**src/rtl/riscv_imm_stage_if.sv**
```systemverilog
// riscv_imm_stage_if -- handshake bundle for the immediate-decode stage.
//
// Parameters: XLEN (immediate width, 32 or 64), INST_LENGTH (instruction width, 32).
// Signals:
//   flush                      synchronous discard of all buffered entries
//   in_valid/in_ready/in_inst  upstream instruction handshake
//   out_valid/out_ready        downstream entry handshake
//   out_inst/out_imm/out_fmt/out_illegal  payload of the oldest entry
// Modports: slave = the stage itself, master = whoever drives/consumes it.
interface riscv_imm_stage_if #(
    parameter int XLEN        = 32,
    parameter int INST_LENGTH = 32
);
    logic                   flush;
    logic                   in_valid;
    logic                   in_ready;
    logic [INST_LENGTH-1:0] in_inst;
    logic                   out_valid;
    logic                   out_ready;
    logic [INST_LENGTH-1:0] out_inst;
    logic [XLEN-1:0]        out_imm;
    logic [2:0]             out_fmt;
    logic                   out_illegal;

    modport slave (
        input  flush, in_valid, in_inst, out_ready,
        output in_ready, out_valid, out_inst, out_imm, out_fmt, out_illegal
    );

    modport master (
        output flush, in_valid, in_inst, out_ready,
        input  in_ready, out_valid, out_inst, out_imm, out_fmt, out_illegal
    );
endinterface

```
**src/rtl/riscv_imm_stage.sv**
```systemverilog
// riscv_imm_stage -- RISC-V immediate decode stage with a 2-entry output FIFO.
//
// The instruction is decoded as it is accepted; format and extended immediate
// are stored alongside the instruction word, so an accepted input appears at
// the output exactly one cycle later.
//
// Ports:
//   clk     sole clock, rising edge
//   rst     asynchronous, active-high reset
//   io_bus  riscv_imm_stage_if.slave (flush, in_* handshake, out_* handshake/payload)
//
// Formats on out_fmt: R=0, I=1, S=2, B=3, U=4, J=5, Z=6, X=7.
//
// Build option: define RISCV_IMM_ILLEGAL_EN to report unrecognised opcodes as
// X (out_fmt=7, out_illegal=1). Without it they decode as R and out_illegal is 0.
module riscv_imm_stage #(
    parameter int XLEN        = 32,   // 32 or 64
    parameter int INST_LENGTH = 32    // fixed at 32
) (
    input  logic              clk,
    input  logic              rst,
    riscv_imm_stage_if.slave  io_bus
);

    localparam logic [2:0] FMT_R = 3'd0;
    localparam logic [2:0] FMT_I = 3'd1;
    localparam logic [2:0] FMT_S = 3'd2;
    localparam logic [2:0] FMT_B = 3'd3;
    localparam logic [2:0] FMT_U = 3'd4;
    localparam logic [2:0] FMT_J = 3'd5;
    localparam logic [2:0] FMT_Z = 3'd6;
    localparam logic [2:0] FMT_X = 3'd7;

    typedef enum logic [1:0] {
        S_EMPTY = 2'd0,
        S_ONE   = 2'd1,
        S_FULL  = 2'd2
    } state_t;

    typedef struct packed {
        logic [INST_LENGTH-1:0] inst;
        logic [XLEN-1:0]        imm;
        logic [2:0]             fmt;
    } entry_t;

    // ------------------------------------------------------------------
    // Decode at the input
    // ------------------------------------------------------------------
    logic [INST_LENGTH-1:0] w_inst;
    logic [2:0]             w_fmt;
    logic [31:0]            w_imm32;
    entry_t                 w_ent;

    assign w_inst = io_bus.in_inst;

    always_comb begin
        w_fmt = FMT_X;
        unique case (w_inst[6:0])
            7'b0110111, 7'b0010111:                       w_fmt = FMT_U;
            7'b1101111:                                   w_fmt = FMT_J;
            7'b1100111, 7'b0000011, 7'b0010011, 7'b0011011: w_fmt = FMT_I;
            7'b0100011:                                   w_fmt = FMT_S;
            7'b1100011:                                   w_fmt = FMT_B;
            7'b0110011, 7'b0111011:                       w_fmt = FMT_R;
            7'b1110011:                                   w_fmt = w_inst[14] ? FMT_Z : FMT_I;
            default:                                      w_fmt = FMT_X;
        endcase
`ifndef RISCV_IMM_ILLEGAL_EN
        if (w_fmt == FMT_X) w_fmt = FMT_R;
`endif
    end

    // Every format fits in 32 bits with its sign at bit 31 (Z has a zero top
    // bit), so one signed widening to XLEN covers all cases.
    always_comb begin
        w_imm32 = '0;
        case (w_fmt)
            FMT_I: w_imm32 = {{20{w_inst[31]}}, w_inst[31:20]};
            FMT_S: w_imm32 = {{20{w_inst[31]}}, w_inst[31:25], w_inst[11:7]};
            FMT_B: w_imm32 = {{19{w_inst[31]}}, w_inst[31], w_inst[7],
                              w_inst[30:25], w_inst[11:8], 1'b0};
            FMT_J: w_imm32 = {{11{w_inst[31]}}, w_inst[31], w_inst[19:12],
                              w_inst[20], w_inst[30:21], 1'b0};
            FMT_U: w_imm32 = {w_inst[31:12], 12'b0};
            FMT_Z: w_imm32 = {27'b0, w_inst[19:15]};
            default: w_imm32 = '0;
        endcase
    end

    assign w_ent.inst = w_inst;
    assign w_ent.imm  = XLEN'($signed(w_imm32));
    assign w_ent.fmt  = w_fmt;

    // ------------------------------------------------------------------
    // 2-entry FIFO: r_head is always the oldest entry, r_tail the second
    // ------------------------------------------------------------------
    state_t r_state;
    entry_t r_head;
    entry_t r_tail;
    logic   r_in_ready;
    logic   r_out_valid;
    logic   w_push;
    logic   w_pop;

    // in_ready comes from a register, so out_ready never reaches it combinationally.
    assign w_push = io_bus.in_valid & r_in_ready;
    assign w_pop  = r_out_valid & io_bus.out_ready;

    always_ff @(posedge clk or posedge rst) begin
        if (rst) begin
            r_state     <= S_EMPTY;
            r_head      <= '0;
            r_tail      <= '0;
            r_in_ready  <= 1'b1;
            r_out_valid <= 1'b0;
        end else if (io_bus.flush) begin
            // Beats any same-cycle push/pop; the input in this cycle is dropped.
            r_state     <= S_EMPTY;
            r_in_ready  <= 1'b1;
            r_out_valid <= 1'b0;
        end else begin
            case (r_state)
                S_EMPTY: begin
                    if (w_push) begin
                        r_head      <= w_ent;
                        r_state     <= S_ONE;
                        r_out_valid <= 1'b1;
                    end
                end
                S_ONE: begin
                    case ({w_push, w_pop})
                        2'b10: begin
                            r_tail     <= w_ent;
                            r_state    <= S_FULL;
                            r_in_ready <= 1'b0;
                        end
                        2'b01: begin
                            r_state     <= S_EMPTY;
                            r_out_valid <= 1'b0;
                        end
                        2'b11: r_head <= w_ent;
                        default: ;
                    endcase
                end
                S_FULL: begin
                    // in_ready is low here, so only a pop can happen.
                    if (w_pop) begin
                        r_head     <= r_tail;
                        r_state    <= S_ONE;
                        r_in_ready <= 1'b1;
                    end
                end
                default: begin
                    r_state     <= S_EMPTY;
                    r_in_ready  <= 1'b1;
                    r_out_valid <= 1'b0;
                end
            endcase
        end
    end

    assign io_bus.in_ready  = r_in_ready;
    assign io_bus.out_valid = r_out_valid;
    assign io_bus.out_inst  = r_head.inst;
    assign io_bus.out_imm   = r_head.imm;
    assign io_bus.out_fmt   = r_head.fmt;
`ifdef RISCV_IMM_ILLEGAL_EN
    assign io_bus.out_illegal = r_out_valid & (r_head.fmt == FMT_X);
`else
    assign io_bus.out_illegal = 1'b0;
`endif

endmodule

```
**src/flat_wrapper.sv**
```systemverilog
// flat-port wrapper written by rule: the top's interface ports become plain ports
module riscv_imm_stage_flat 
#(
    parameter int XLEN        = 32,              
    parameter int INST_LENGTH = 32                  
)
  (clk, rst, io_bus_flush, io_bus_in_valid, io_bus_in_inst, io_bus_out_ready, io_bus_in_ready, io_bus_out_valid, io_bus_out_inst, io_bus_out_imm, io_bus_out_fmt, io_bus_out_illegal);
  riscv_imm_stage_if #(.XLEN(XLEN), .INST_LENGTH(INST_LENGTH)) io_bus_i ();
  input  logic clk;
  input  logic rst;
  input wire logic [$bits(io_bus_i.flush)-1:0] io_bus_flush;
  input wire logic [$bits(io_bus_i.in_valid)-1:0] io_bus_in_valid;
  input wire logic [$bits(io_bus_i.in_inst)-1:0] io_bus_in_inst;
  input wire logic [$bits(io_bus_i.out_ready)-1:0] io_bus_out_ready;
  output wire logic [$bits(io_bus_i.in_ready)-1:0] io_bus_in_ready;
  output wire logic [$bits(io_bus_i.out_valid)-1:0] io_bus_out_valid;
  output wire logic [$bits(io_bus_i.out_inst)-1:0] io_bus_out_inst;
  output wire logic [$bits(io_bus_i.out_imm)-1:0] io_bus_out_imm;
  output wire logic [$bits(io_bus_i.out_fmt)-1:0] io_bus_out_fmt;
  output wire logic [$bits(io_bus_i.out_illegal)-1:0] io_bus_out_illegal;
  assign io_bus_i.flush = io_bus_flush;
  assign io_bus_i.in_valid = io_bus_in_valid;
  assign io_bus_i.in_inst = io_bus_in_inst;
  assign io_bus_i.out_ready = io_bus_out_ready;
  assign io_bus_in_ready = io_bus_i.in_ready;
  assign io_bus_out_valid = io_bus_i.out_valid;
  assign io_bus_out_inst = io_bus_i.out_inst;
  assign io_bus_out_imm = io_bus_i.out_imm;
  assign io_bus_out_fmt = io_bus_i.out_fmt;
  assign io_bus_out_illegal = io_bus_i.out_illegal;
  riscv_imm_stage #(.XLEN(XLEN), .INST_LENGTH(INST_LENGTH)) u_core (.clk(clk), .rst(rst), .io_bus(io_bus_i));
endmodule
```
**config.mk**
```make
export PLATFORM = sky130hd
export DESIGN_NAME = riscv_imm_stage_flat
export DESIGN_NICKNAME = d
export VERILOG_FILES = /design/src/rtl/riscv_imm_stage_if.sv /design/src/rtl/riscv_imm_stage.sv /design/src/flat_wrapper.sv
export SDC_FILE = /design/constraint.sdc
export NUM_CORES = 1
export LEC_CHECK = 0
export BUFFER_PORTS_ARGS = -buffer_cell sky130_fd_sc_hd__buf_2
export CAP_MARGIN = 20
export CORE_ASPECT_RATIO = 1.4
export CORE_MARGIN = 10
export CORE_UTILIZATION = 60
export DETAILED_ROUTE_END_ITERATION = 12
export PLACE_DENSITY = 0.82
export SKIP_LAST_GASP = 1
export SYNTH_ARGS = -nofsm -noshare
export SYNTH_HDL_FRONTEND = slang
export SYNTH_SLANG_ARGS = --single-unit
```
**constraint.sdc**
```tcl
create_clock -name clk -period 7.7 [get_ports clk]
set_input_delay 0.77 -clock clk [delete_from_list [all_inputs] [get_ports clk]]
set_output_delay 0.77 -clock clk [all_outputs]
set_load 0.03 [all_outputs]
```
# After elaboration in Yosys (flattened, before gate mapping)
# Index checks and enable logic that the tools add are counted.
dict set report op_classes {
  add_sub_neg 0
  n_mul 0
  n_div 0
  n_lt_le_gt_ge 0
  eq_ne 34
  shifts 0
  mux 21
  bitwise_logic 3
  n_reduce_logical 10
}
# op n
set ops {}
lappend ops {{$mux 67} 3}
lappend ops {{$pmux 67 s3} 1}
lappend ops {{$pmux 32 s6} 1}
lappend ops {{$eq 7x6->1 const B} 4}
lappend ops {{$eq 7x7->1 const B} 4}
lappend ops {{$eq 7x5->1 const B} 3}
lappend ops {{$pmux 3 s7} 1}
lappend ops {{$eq 3x3->1 const B} 4}
lappend ops {{$reduce_and 3->1} 4}
lappend ops {{$ne 3x2->1 const B} 3}
lappend ops {{$eq 7x2->1 const B} 1}
lappend ops {{$eq 2x2->1 const B} 3}
lappend ops {{$eq 3x2->1 const B} 2}
lappend ops {{$mux 1} 6}
lappend ops {{$mux 2} 3}
lappend ops {{$mux 3} 2}
lappend ops {{$ne 2x2->1 const B} 3}
lappend ops {{$pmux 1 s3} 2}
lappend ops {{$pmux 2 s3} 1}
lappend ops {{$reduce_and 5->1} 1}
lappend ops {{$eq 2x1->1 const B} 2}
lappend ops {{$ne 2x1->1 const B} 2}
lappend ops {{$ne 4x3->1 const B} 1}
lappend ops {{$pmux 2 s2} 1}
lappend ops {{other kinds (8)} 10}
dict set report totals {
  regBits 138
  latch_bits 0
  ramBits 0
  romBits 0
  inputBits 37
  out_inout_bits 70
  wordCells 77
  n_memories 0
}

# Longest topological paths before layout
# Gate-level depths: netlist of the first run.
dict set report logic_depth {
  word_depth 9
  mapped_depth 9
  depth_no_buf 5
}

# Worst setup path after synthesis of the first run
# Ideal clock, no wire load.
dict set report synth_path {
  path_type {input -> register}
  start {in io_bus_in_inst[3]}
  end {reg u_core.r_head (netlist bit u_core.io_bus.out_imm[20])}
  setup_ps 87
  arrival_ps 2221
  required_ps 7613
  setup_slack_ps 5392
  stages 9
  path_buffers 4
  path_cell_list {buf_6 > nand4bb_4 > or3b_1 > buf_2 > nand3b_2 > buf_6 > a21oi_2 > buf_6 > a211oi_2}
}
dict set report synth_via {
  elab_chain_cells 9
  elab_cells_between_ends 28
  cone_classes {eq/ne (19); mux (6); reduce/logical (3)}
}
# element line_no
set synth_lines {}
lappend synth_lines {{start, declared} flat_wrapper.sv:13} ;# input wire logic [$bits(io_bus_i.in_inst)-1:0] io_bus_in_inst;
lappend synth_lines {{$eq 7x7->1, or another cell as far along} riscv_imm_stage.sv:58} ;# unique case (w_inst[6:0])
lappend synth_lines {{$reduce_or 4->1 / $reduce_or 2->1 (equally long branches)} riscv_imm_stage.sv:58}
lappend synth_lines {{$pmux 3 s7 (*)} riscv_imm_stage.sv:58}
lappend synth_lines {{$eq 3x3->1} riscv_imm_stage.sv:69} ;# if (w_fmt == FMT_X) w_fmt = FMT_R;
lappend synth_lines {{$mux 3 (*)} riscv_imm_stage.sv:69}
lappend synth_lines {{$eq 3x3->1, or another cell as far along} riscv_imm_stage.sv:77} ;# case (w_fmt)
lappend synth_lines {{$pmux 32 s6 (*)} riscv_imm_stage.sv:77}
lappend synth_lines {{$mux 67, on equally long branches} {riscv_imm_stage.sv:131, riscv_imm_stage.sv:124}}
lappend synth_lines {{$pmux 67 s3 (*)} riscv_imm_stage.sv:122} ;# case (r_state)
lappend synth_lines {{end signal, assigned} riscv_imm_stage.sv:125} ;# r_head <= w_ent;
lappend synth_lines {{end signal, assigned} riscv_imm_stage.sv:141} ;# 2'b11: r_head <= w_ent;
lappend synth_lines {{end signal, assigned} riscv_imm_stage.sv:148} ;# r_head <= r_tail;
lappend synth_lines {{end, declared} riscv_imm_stage.sv:98} ;# entry_t r_head;
# Mark *: on every way between the ends. The rest lies on a longest branch, timed or not. The select of a mux whose other input is x is not followed.
# A chain may end at the register's enable or synchronous reset.

# Final worst setup path of the first run
dict set report layout_path {
  start {reg u_core.r_state[1]}
  end {reg u_core.r_head (netlist bit u_core.io_bus.out_fmt[2])}
}
dict set report layout_via {
  elab_chain_cells 3
  elab_cells_between_ends 9
  cone_classes {eq/ne (5); mux (1); reduce/logical (3)}
}
# element line_no
set layout_lines {}
lappend layout_lines {{start, declared} riscv_imm_stage.sv:97} ;# state_t r_state;
lappend layout_lines {{start signal, assigned} riscv_imm_stage.sv:111} ;# r_state <= S_EMPTY;
lappend layout_lines {{start signal, assigned} riscv_imm_stage.sv:118} ;# r_state <= S_EMPTY;
lappend layout_lines {{start signal, assigned} riscv_imm_stage.sv:126} ;# r_state <= S_ONE;
lappend layout_lines {{$eq 2x2->1, or another cell as far along} riscv_imm_stage.sv:122}
lappend layout_lines {{$ne 2x1->1 (no source line), or another cell as far along} -}
lappend layout_lines {{$reduce_and 5->1 (no source line)} -}
# Parallel ways exist; a longest one is shown, timed or not.

==> flow_summary.json, run 1 <==
{
  "outcome": "finished clean",
  "first_iter_violations": 565,
  "max_freq_mhz": 328,
  "yosysTopAreaCellShare": 0.548,
  "p_total_w": 0.00297,
  "tns_ns": 0,
  "worstSetupPathType": "reg -> reg",
  "worstSkewPairLatency_ns": 0.42,
  "yosysMostFrequentCell": "nand2_1",
  "gp_congestion": 0.827,
  "ys_types": 50,
  "fp.dieH_um": 141,
  "avgSynthCellArea_um2": 8.90,
  "insertedDiodeCount": 0,
  "synth_fp_nets": 740,
  "syn_area_um2": 6260,
  "postCtsResizedCells": 0,
  "cts_root_buf": "clkbuf_16",
  "drc": 0,
  "cp.arrival_ns": 3.35,
  "cp_max_fo": 62,
  "fp.coreArea_um2": 10300,
  "finClkSkew_ns": 0.00718,
  "grt_util_all_layers": 0.231,
  "synth_top_area_cell": "dfrtp_1",
  "grt_max_degree": 71,
  "fp.dieW_um": 106,
  "grt_overflow": 0,
  "synth_commonest_cells": "nand2_1 (187), dfrtp_1 (137), nor2_1 (96)",
  "dpl.hpwl_mm": 10.8,
  "cts_tree": "built",
  "grt_pass1_vias": 5554,
  "power_switching_w": 0.00111,
  "p_int_w": 0.00186,
  "yosysSeqAreaShare": 0.552,
  "worstPathRequired_ns": 8.00,
  "power.leakage_nw": 3.46,
  "p_per_area_nw_per_um2": 400,
  "cts_hold_buffers": 0,
  "ys_warn_count": 0,
  "wl_per_cell_um": 18.4,
  "pwr-share-seq": 0.406,
  "clkPwrFrac": 0.278,
  "finalHoldViolCount": 0,
  "r2r_cells": 5,
  "drt-vias-per-instance": 5.97,
  "report.final.slew_viol_count": 0,
  "h-tree-depth": 4,
  "synth_edf_count": 0,
  "async_flop_share": 1.00,
  "peakVddDrop_v": 0.000233,
  "switching_share": 0.374,
  "drive_above_1_share": 0.207,
  "nNetsFinal": 818,
  "power_frac_comb": 0.316,
  "vias": 5561,
  "timing.final.crit_share": 0.396,
  "start_util": 0.608,
  "cts_setup_buffers": 0,
  "rows": 44,
  "grt_pass1_wl_mm": 28.0,
  "die_area_um2": 15000,
  "path_clk_slew_ns": 0.06,
  "cap_viol_max_count": 0,
  "drtPass1Iterations": 7,
  "numCtsBuffers": 17,
  "worstMarginPinSlew_ns": 0.898,
  "min_period_ns": 3.05,
  "boundaryPins": 107,
  "ant_nets": 0,
  "r2r-end": "u_core.io_bus.out_fmt[2]$_DFFE_PP0P_",
  "synthToLayoutAreaGrowth_pct": 18.7,
  "relSlewSlack": 0.396,
  "synth_cells": 703,
  "endpoint_kind": "flop",
  "rsz0062_at_grt": "false",
  "synthFlopType": "dfrtp_1",
  "r2r-start": "u_core.r_state[1]$_DFFE_PP0P_",
  "routed_wl_mm": 17.2,
  "synth.area.top_cells": "dfrtp_1 (55%), nand2_1 (11%), nor2_1 (5.8%), a21oi_1 (5.0%), a31oi_1 (4.0%)",
  "setup_viol": 0,
  "cts.sinks": 138,
  "antenna_found_initial": 0,
  "hold_class": "in -> async",
  "cp-start-kind": "flop",
  "portBuffers": 105,
  "clockBufferDepth": 2,
  "rrSetupSlack_ns": 4.65,
  "ys_ff_latch": 138
}
[power groups by stage]
stage / Clock, W / Combinational, W / Sequential [W]
6_report: 0.000827 / 0.000939 / 0.00121
3_5_place_dp: 0 / 0.000938 / 0.00121
2_1_floorplan: 0 / 0.000378 / 0.00146
3_3_place_gp: 0 / 0.000909 / 0.00119
5_1_grt: 0.000868 / 0.00103 / 0.00124
4_1_cts: 0.000838 / 0.000946 / 0.00120
[flip-flops by register name, summed over array words and instances, names as in the netlist]
| register | flops |
|---|---|
| u_core.io_bus.in_ready | 1 |
| u_core.io_bus.out_fmt | 3 |
| u_core.io_bus.out_imm | 32 |
| u_core.io_bus.out_inst | 32 |
| u_core.io_bus.out_valid | 1 |
| u_core.r_state | 2 |
| u_core.r_tail | 67 |
[critical path, cell delays in order, from the launching register on]
cell	delay, ns
dfrtp_1	0.48
nand3b_1	0.30
o21ai_0	0.31
nor2b_4	0.76
buf_4	0.65
mux2_2	0.41
[layer usage]
| layer | GRT usage | wire, µm | vias up |
|---|---|---|---|
| met4 | 0.0965 | 550 | 0 |
| met2 | 0.387 | 8680 | 280 |
| li1 | - | - | 2548 |
| met5 | 0 | 0 | - |
| met1 | 0.273 | 6580 | 2683 |
| met3 | 0.0593 | 1380 | 50 |
[stage by stage]
stage | instance area (µm²) | hold slack, ns | std cells | util | setup slack (ns)
2_1_floorplan | 6260 | 0.446 | 703 | - | 3.24
3_3_place_gp | 6790 | 0.457 | 898 | 0.660 | 4.53
3_5_place_dp | 6790 | 0.462 | 898 | 0.660 | 4.41
4_1_cts | 7390 | 0.469 | 930 | 0.718 | 4.69
5_1_grt | 7430 | 0.488 | 932 | 0.722 | 4.48
6_report | 7430 | 0.437 | 932 | 0.722 | 4.65
[how the worst max path moves through the flow]
| stage | from | slack (ns) | end | cells past startpoint |
|---|---|---|---|---|
| finish | u_core.r_state[1]$_DFFE_PP0P_ | 4.65 | u_core.io_bus.out_fmt[2]$_DFFE_PP0P_ | 5 |
| floorplan | rst | 3.24 | u_core.io_bus.out_fmt[0]$_DFFE_PP0P_ | 1 |
| CTS | u_core.r_state[1]$_DFFE_PP0P_ | 4.69 | u_core.io_bus.out_fmt[2]$_DFFE_PP0P_ | 5 |
| detailed placement | io_bus_in_valid | 4.41 | u_core.io_bus.out_fmt[2]$_DFFE_PP0P_ | 6 |
| global placement | io_bus_in_valid | 4.53 | u_core.io_bus.out_fmt[2]$_DFFE_PP0P_ | 6 |
| global route | u_core.r_state[1]$_DFFE_PP0P_ | 4.48 | u_core.io_bus.out_fmt[2]$_DFFE_PP0P_ | 5 |
[kinds of logic after synthesis]
logic type	Yosys count	share of synthesized area
flip-flops	138	0.552
AND/OR/NAND/NOR	344	0.233
AO/OA/AOI/OAI	160	0.168
buffers and inverters	56	0.0400
other	1	0.000599
multiplexers	4	0.00660
[layout make-up]
| cell class | count | area (µm²) |
|---|---|---|
| Clock buffer | 25 | 485 |
| Fill cell | 767 | 2860 |
| Clock inverter | 7 | 114 |
| Tap cell | 138 | 173 |
| Inverter | 2 | 12.5 |
| Sequential cell | 138 | 3450 |
| Timing Repair Buffer | 113 | 611 |
| Multi-Input combinational cell | 509 | 2580 |
[layout by cell type, fill, tap and decap left out, drive strengths merged, types with 2 or more instances in the layout]
cell	synthesis	routed
a211oi	21	21
a21o	2	2
a21oi	64	64
a222oi	4	4
a22o	6	6
a31oi	40	40
and2	5	5
buf	15	113
bufinv	0	3
clkbuf	39	25
clkinv	0	4
dfrtp	137	137
inv	2	2
mux2i	3	3
nand2	187	187
nand2b	6	6
nand3	8	8
nand3b	3	3
nand4b	2	2
nor2	96	96
nor2b	2	2
nor3	22	22
o2111ai	2	2
o21ai	10	10
o21bai	3	3
o22ai	4	4
or3	3	3
(Power assumes the default switching activity.)
==> run 2: changes to the inputs <==
- ABC_AREA: default -> 1
- CORE_UTILIZATION: 60 -> 57
- PLACE_DENSITY: 0.82 -> 0.78
- clock period: 7.7 -> 2.89 ns (I/O delays scaled with it)
==> run 2 against run 1 <==
Net effect:
- synthesized area grew 5.1%
- synthesized cell count increased by 17%
- clock-buffer cell count fell by 4
- utilization down 3.3 points
- cell area increased by 5.2%
- power rose to 3.0 times the previous value
- largest cell class unchanged
- sequential share of layout area is 2.3 points lower
- clock power rose to 2.7 times the previous value
==> flow_summary.json, run 2 <==
{
  "synth_cells": 819,
  "ys_warn_count": 0,
  "drc": 0,
  "rsz0062_at_grt": "false",
  "first_iter_violations": 420,
  "switching_share": 0.414,
  "drive_above_1_share": 0.224,
  "vias": 5750,
  "h-tree-depth": 4,
  "ant_nets": 0,
  "insertedDiodeCount": 0,
  "gp_congestion": 0.911,
  "relSlewSlack": 0.330,
  "boundaryPins": 107,
  "pwr-share-seq": 0.361,
  "routed_wl_mm": 17.0,
  "worstSetupPathType": "reg -> reg",
  "worstMarginPinSlew_ns": 1.01,
  "fin_ws_ns": 0.644,
  "synth_edf_count": 0,
  "final_common_cell": "nand2_1",
  "report.final.slew_viol_count": 0,
  "cp.arrival_ns": 2.53,
  "cts.sinks": 138,
  "grt_pass1_wl_mm": 29.0,
  "synth_fp_nets": 856,
  "pre_cts_slack_ns": 0.674,
  "finClkSkew_ns": 0.00761,
  "cap_viol_max_count": 0,
  "cpMostUsedCell": "nand2_1",
  "avgSynthCellArea_um2": 8.03,
  "cp.buffers_inverters": 1,
  "peakVddDrop_v": 0.000686,
  "final_cell_mix": "nand2_1 (302), dfrtp_1 (137), nor2_1 (114)",
  "cts_root_buf": "clkbuf_16",
  "cts_hold_buffers": 1,
  "p_int_w": 0.00528,
  "max_freq_mhz": 445,
  "wl_per_cell_um": 15.9,
  "power.leakage_nw": 4.18,
  "worstPathRequired_ns": 3.18,
  "synth.area.top_cells": "dfrtp_1 (52%), nand2_1 (17%), nor2_1 (6.6%), a31oi_1 (4.3%), o21ai_0 (2.3%)",
  "outcome": "finished clean",
  "worstSkewPairLatency_ns": 0.42,
  "p_total_w": 0.00902,
  "fp.dieW_um": 111,
  "timing.final.crit_share": 0.777,
  "start_util": 0.580,
  "cp-start-kind": "flop",
  "setup_viol": 0,
  "cpMaxStageDelayCell": "dfstp_2",
  "fin_area_um2": 7810,
  "numCtsBuffers": 17,
  "worstPathCellList": "nand2_1 > a21oi_1 > nor2_1 > nor2_1 > nand2_1 > nor2_4 > inv_2 > nand2_1 > o21ai_0",
  "grt_pass1_vias": 5833,
  "grt_util_all_layers": 0.212,
  "drt-vias-per-instance": 5.40,
  "path_clk_slew_ns": 0.06,
  "top_register": "u_core.r_tail",
  "fp.dieH_um": 147,
  "yosysMostFrequentCell": "nand2_1",
  "postCtsResizedCells": 0,
  "grt_overflow": 0,
  "nNetsFinal": 944,
  "cts_tree": "built",
  "die_area_um2": 16300,
  "crit_family": "simple AND/OR/NAND/NOR gates",
  "clkPwrFrac": 0.248,
  "synthFlopType": "dfrtp_1",
  "min_period_ns": 2.25,
  "largest_reg_flops": 67,
  "async_flop_share": 1.00,
  "synth_top_area_cell": "dfrtp_1",
  "placed_cell_area_um2": 7190,
  "yosysTopAreaCellShare": 0.521,
  "fp.coreArea_um2": 11300,
  "yosysSeqAreaShare": 0.525,
  "grt_max_degree": 88,
  "ys_types": 30,
  "finalHoldViolCount": 0,
  "rows": 46,
  "hold_class": "in -> reg",
  "tns_ns": 0,
  "portBuffers": 105,
  "ys_ff_latch": 138,
  "cp_max_fo": 52,
  "antenna_found_initial": 0,
  "clockBufferDepth": 2,
  "drtPass1Iterations": 5,
  "synthToLayoutAreaGrowth_pct": 18.7,
  "synth_commonest_cells": "nand2_1 (303), dfrtp_1 (137), nor2_1 (116)",
  "p_per_area_nw_per_um2": 1150,
  "endpoint_kind": "flop",
  "critPathMaxStageDelay_ns": 0.54,
  "cts_setup_buffers": 0,
  "power_switching_w": 0.00374,
  "power_frac_comb": 0.392,
  "dpl.hpwl_mm": 11.3,
  "syn_area_um2": 6580
}
## run 2: cell count changes in the layout (fill, tap and decap cells not counted), moves of 10 or more
cell      before  now
nand2_1      186  302
a21oi_1       63   19
inv_1          1   25
nor3_1        22    0
o21ai_0       10   30
nor2_1        96  114
nand3_2        0   14
inv_2          0   13
nand3_1        8   20
a211oi_2      11    0
a211oi_1      10    0
## run 2: final timing paths
| kind | startpoint | to | slack (ns) | cells after the start |
|---|---|---|---|---|
| max | u_core.io_bus.in_ready$_DFFE_PP1P_ | u_core.r_tail[10]$_DFFE_PP0P_ | 0.64 | 9 |
| min | io_bus_in_inst[0] | u_core.r_tail[35]$_DFFE_PP0P_ | 0.11 | 3 |
| max reg2reg | u_core.io_bus.in_ready$_DFFE_PP1P_ | u_core.r_tail[10]$_DFFE_PP0P_ | 0.64 | 9 |
| min reg2reg | u_core.r_tail[64]$_DFFE_PP0P_ | u_core.r_tail[64]$_DFFE_PP0P_ | 0.47 | 2 |
| max in group asynchronous | rst | u_core.r_tail[1]$_DFFE_PP0P_ | 1.60 | 4 |
| min in group asynchronous | rst | u_core.io_bus.out_inst[19]$_DFFE_PP0P_ | 0.51 | 3 |
## run 2: through the flow
stage,hold slack [ns],cells,util
final,0.112,1064,0.689
after detailed placement,0.407,1031,0.634
after floorplan,0.406,819,-
after global placement,0.407,1031,0.634
after CTS,0.109,1064,0.689
after global routing,0.133,1064,0.689
## run 2: per-layer routing
| layer | track usage | vias up | routed length (µm) |
|---|---|---|---|
| met5 | 0 | - | 0 |
| met3 | 0.0485 | 35 | 907 |
| li1 | - | 2802 | - |
| met2 | 0.346 | 172 | 8470 |
| met4 | 0.0849 | 0 | 451 |
| met1 | 0.266 | 2741 | 7140 |
## run 2: layout make-up
class                   instances  area, µm²
fillers                       907       3520
flip-flops and latches        138       3450
multi-input cells             597       2780
repair buffers                114        633
clock buffers                  21        470
well taps                     144        180
inverters                      39        150
clock inverters                11        143
## run 2: logic make-up after synthesis
| logic type | synth area share |
|---|---|
| other | 0.000570 |
| flip-flops | 0.525 |
| AO/OA/AOI/OAI | 0.106 |
| AND/OR/NAND/NOR | 0.314 |
| buffers and inverters | 0.0548 |
## run 2: tightest hold or removal path: stages
cell	delay, ns
buf_2	0.11
nand2_1	0.05
nand2_1	0.05
## run 2: power by group through the flow
stage	Sequential [W]	Combinational, W	Clock (W)
3_3_place_gp	0.00324	0.00345	0
5_1_grt	0.00335	0.00395	0.00235
4_1_cts	0.00325	0.00356	0.00225
3_5_place_dp	0.00326	0.00354	0
6_report	0.00325	0.00353	0.00223
2_1_floorplan	0.00403	0.00176	0
==> run 3: changes to the inputs <==
- clock period: 2.89 -> 2.3 ns (I/O delays scaled with it)
==> run 3 against run 2 <==
Net effect:
- final cell count increased by 0.19%
- sequential power increased by 26%
- critical path depth unchanged
- non-clock buffer count increased by 2
- fmax increased by 13%
==> flow_summary.json, run 3 (synthesized netlist as in run 2, its figures left out) <==
{
  "start_util": 0.580,
  "p_per_area_nw_per_um2": 1460,
  "insertedDiodeCount": 0,
  "finClkSkew_ns": 0.00894,
  "outcome": "finished clean",
  "grt_util_all_layers": 0.215,
  "wl_per_cell_um": 16.3,
  "gp_congestion": 0.854,
  "grt_pass1_wl_mm": 29.3,
  "r2r-end": "u_core.r_tail[12]$_DFFE_PP0P_",
  "worstMarginPinSlew_ns": 0.530,
  "dpl.hpwl_mm": 11.2,
  "h-tree-depth": 4,
  "clockBufferDepth": 2,
  "hold_ws_ns": 0.0484,
  "grt_max_degree": 88,
  "boundaryPins": 107,
  "cap_viol_max_count": 0,
  "cpMostUsedCell": "nand2_1",
  "die_area_um2": 16300,
  "fp.dieH_um": 147,
  "critPathMaxStageDelay_ns": 0.54,
  "final_common_cell": "nand2_1",
  "ant_nets": 0,
  "antenna_found_initial": 0,
  "timing.final.crit_share": 0.864,
  "relSlewSlack": 0.646,
  "r2r-start": "u_core.io_bus.in_ready$_DFFE_PP1P_",
  "cp_num_cells": 9,
  "fp.coreArea_um2": 11300,
  "fin_area_um2": 7880,
  "endpoint_kind": "flop",
  "fill_cells": 913,
  "cts.sinks": 138,
  "tns_ns": 0,
  "hold_class": "in -> reg",
  "rows": 46,
  "drive_above_1_share": 0.225,
  "worstSkewPairLatency_ns": 0.42,
  "peakVddDrop_v": 0.000759,
  "grt_overflow": 0,
  "cts_tree": "built",
  "worstSetupPathType": "reg -> reg",
  "rsz0062_at_grt": "false",
  "portBuffers": 105,
  "worstPathRequired_ns": 2.64,
  "cp.arrival_ns": 2.32,
  "drc": 0,
  "power.leakage_nw": 4.21,
  "first_iter_violations": 485,
  "critPathCapture": "u_core.r_tail[12]$_DFFE_PP0P_",
  "largest_reg_flops": 67,
  "placed_cell_area_um2": 7240,
  "grt_pass1_vias": 5802,
  "final_cell_mix": "nand2_1 (302), dfrtp_1 (137), nor2_1 (114)",
  "max_freq_mhz": 503,
  "rrSetupSlack_ns": 0.31,
  "cts_root_buf": "clkbuf_16",
  "cpMaxStageDelayCell": "dfstp_2",
  "vias": 5851,
  "top_register": "u_core.r_tail",
  "routed_wl_mm": 17.3,
  "setup_viol": 0,
  "worstSetupStartpoint": "u_core.io_bus.in_ready$_DFFE_PP1P_",
  "cp-start-kind": "flop",
  "worstPathCellList": "nand2_1 > a21oi_1 > nor2_1 > nor2_1 > nand2_1 > nor2_4 > buf_4 > nand2_1 > o21ai_0",
  "drt-vias-per-instance": 5.49,
  "numCtsBuffers": 17,
  "path_clk_slew_ns": 0.06,
  "min_period_ns": 1.99,
  "drtPass1Iterations": 6,
  "r2r_cells": 9,
  "report.final.slew_viol_count": 0,
  "fp.dieW_um": 111,
  "cts_setup_buffers": 0,
  "cp_max_fo": 26,
  "cp.buffers_inverters": 1,
  "crit_family": "simple AND/OR/NAND/NOR gates",
  "synthToLayoutAreaGrowth_pct": 19.7,
  "nNetsFinal": 946,
  "finalHoldViolCount": 0
}
## run 3: cell count changes in the layout (fill, tap and decap cells not counted), sizes merged
cell	delta
buf	+2
clkinv	-2
clkbuf	+2
## run 3: per-stage QoR
stage / util / instances / setup slack, ns / power (W)
detailed placement: 0.639 / 1033 / 0.349 / 0.00861
global route: 0.695 / 1066 / 0.0789 / 0.0123
CTS: 0.695 / 1066 / 0.314 / 0.0116
floorplan: - / 819 / 0.339 / 0.00727
global placement: 0.639 / 1033 / 0.376 / 0.00848
finish: 0.695 / 1066 / 0.313 / 0.0115
## run 3: report_power, final
group	internal (W)	switching [W]	total, W
Clock	0.00183	0.00106	0.00289
Sequential	0.00352	0.000575	0.00409
Combinational	0.00139	0.00315	0.00453
## run 3: cell type report
type	count	area, µm²	share of cell area
Sequential cell	138	3450	0.439
Timing Repair Buffer	116	686	0.0870
Multi-Input combinational cell	597	2780	0.353
Clock inverter	9	136	0.0173
Tap cell	144	180	0.0229
Clock buffer	23	488	0.0619
Inverter	39	150	0.0191
## run 3: tightest hold or removal path, cell delays in order
cell and delay, ns:
buf_2 0.10, nand2_1 0.05, nand2_1 0.05
## run 3: how the worst min path moves through the flow
stage / from / end / cells after the start
after CTS: io_bus_in_inst[0] / u_core.r_tail[35]$_DFFE_PP0P_ / 3
final: io_bus_in_inst[0] / u_core.r_tail[35]$_DFFE_PP0P_ / 3
after global routing: io_bus_in_inst[0] / u_core.r_tail[35]$_DFFE_PP0P_ / 3
after floorplan: io_bus_in_inst[0] / u_core.r_tail[35]$_DFFE_PP0P_ / 2
after detailed placement: rst / u_core.io_bus.out_inst[18]$_DFFE_PP0P_ / 2
after global placement: rst / u_core.io_bus.out_inst[19]$_DFFE_PP0P_ / 2
## run 3: layer usage
| layer | vias to the layer above | wire [µm] | global-route usage |
|---|---|---|---|
| met1 | 2794 | 7300 | 0.263 |
| met4 | 0 | 571 | 0.0960 |
| li1 | 2812 | - | - |
| met2 | 202 | 8360 | 0.348 |
| met5 | - | 0 | 0 |
| met3 | 43 | 1090 | 0.0550 |
## run 3: what timing repair did
| item | 4_1_cts | 5_1_grt |
|---|---|---|
| resized for setup | 0 | 0 |
| hold endpoints to repair | 18 | 0 |
| hold buffers | 1 | 0 |
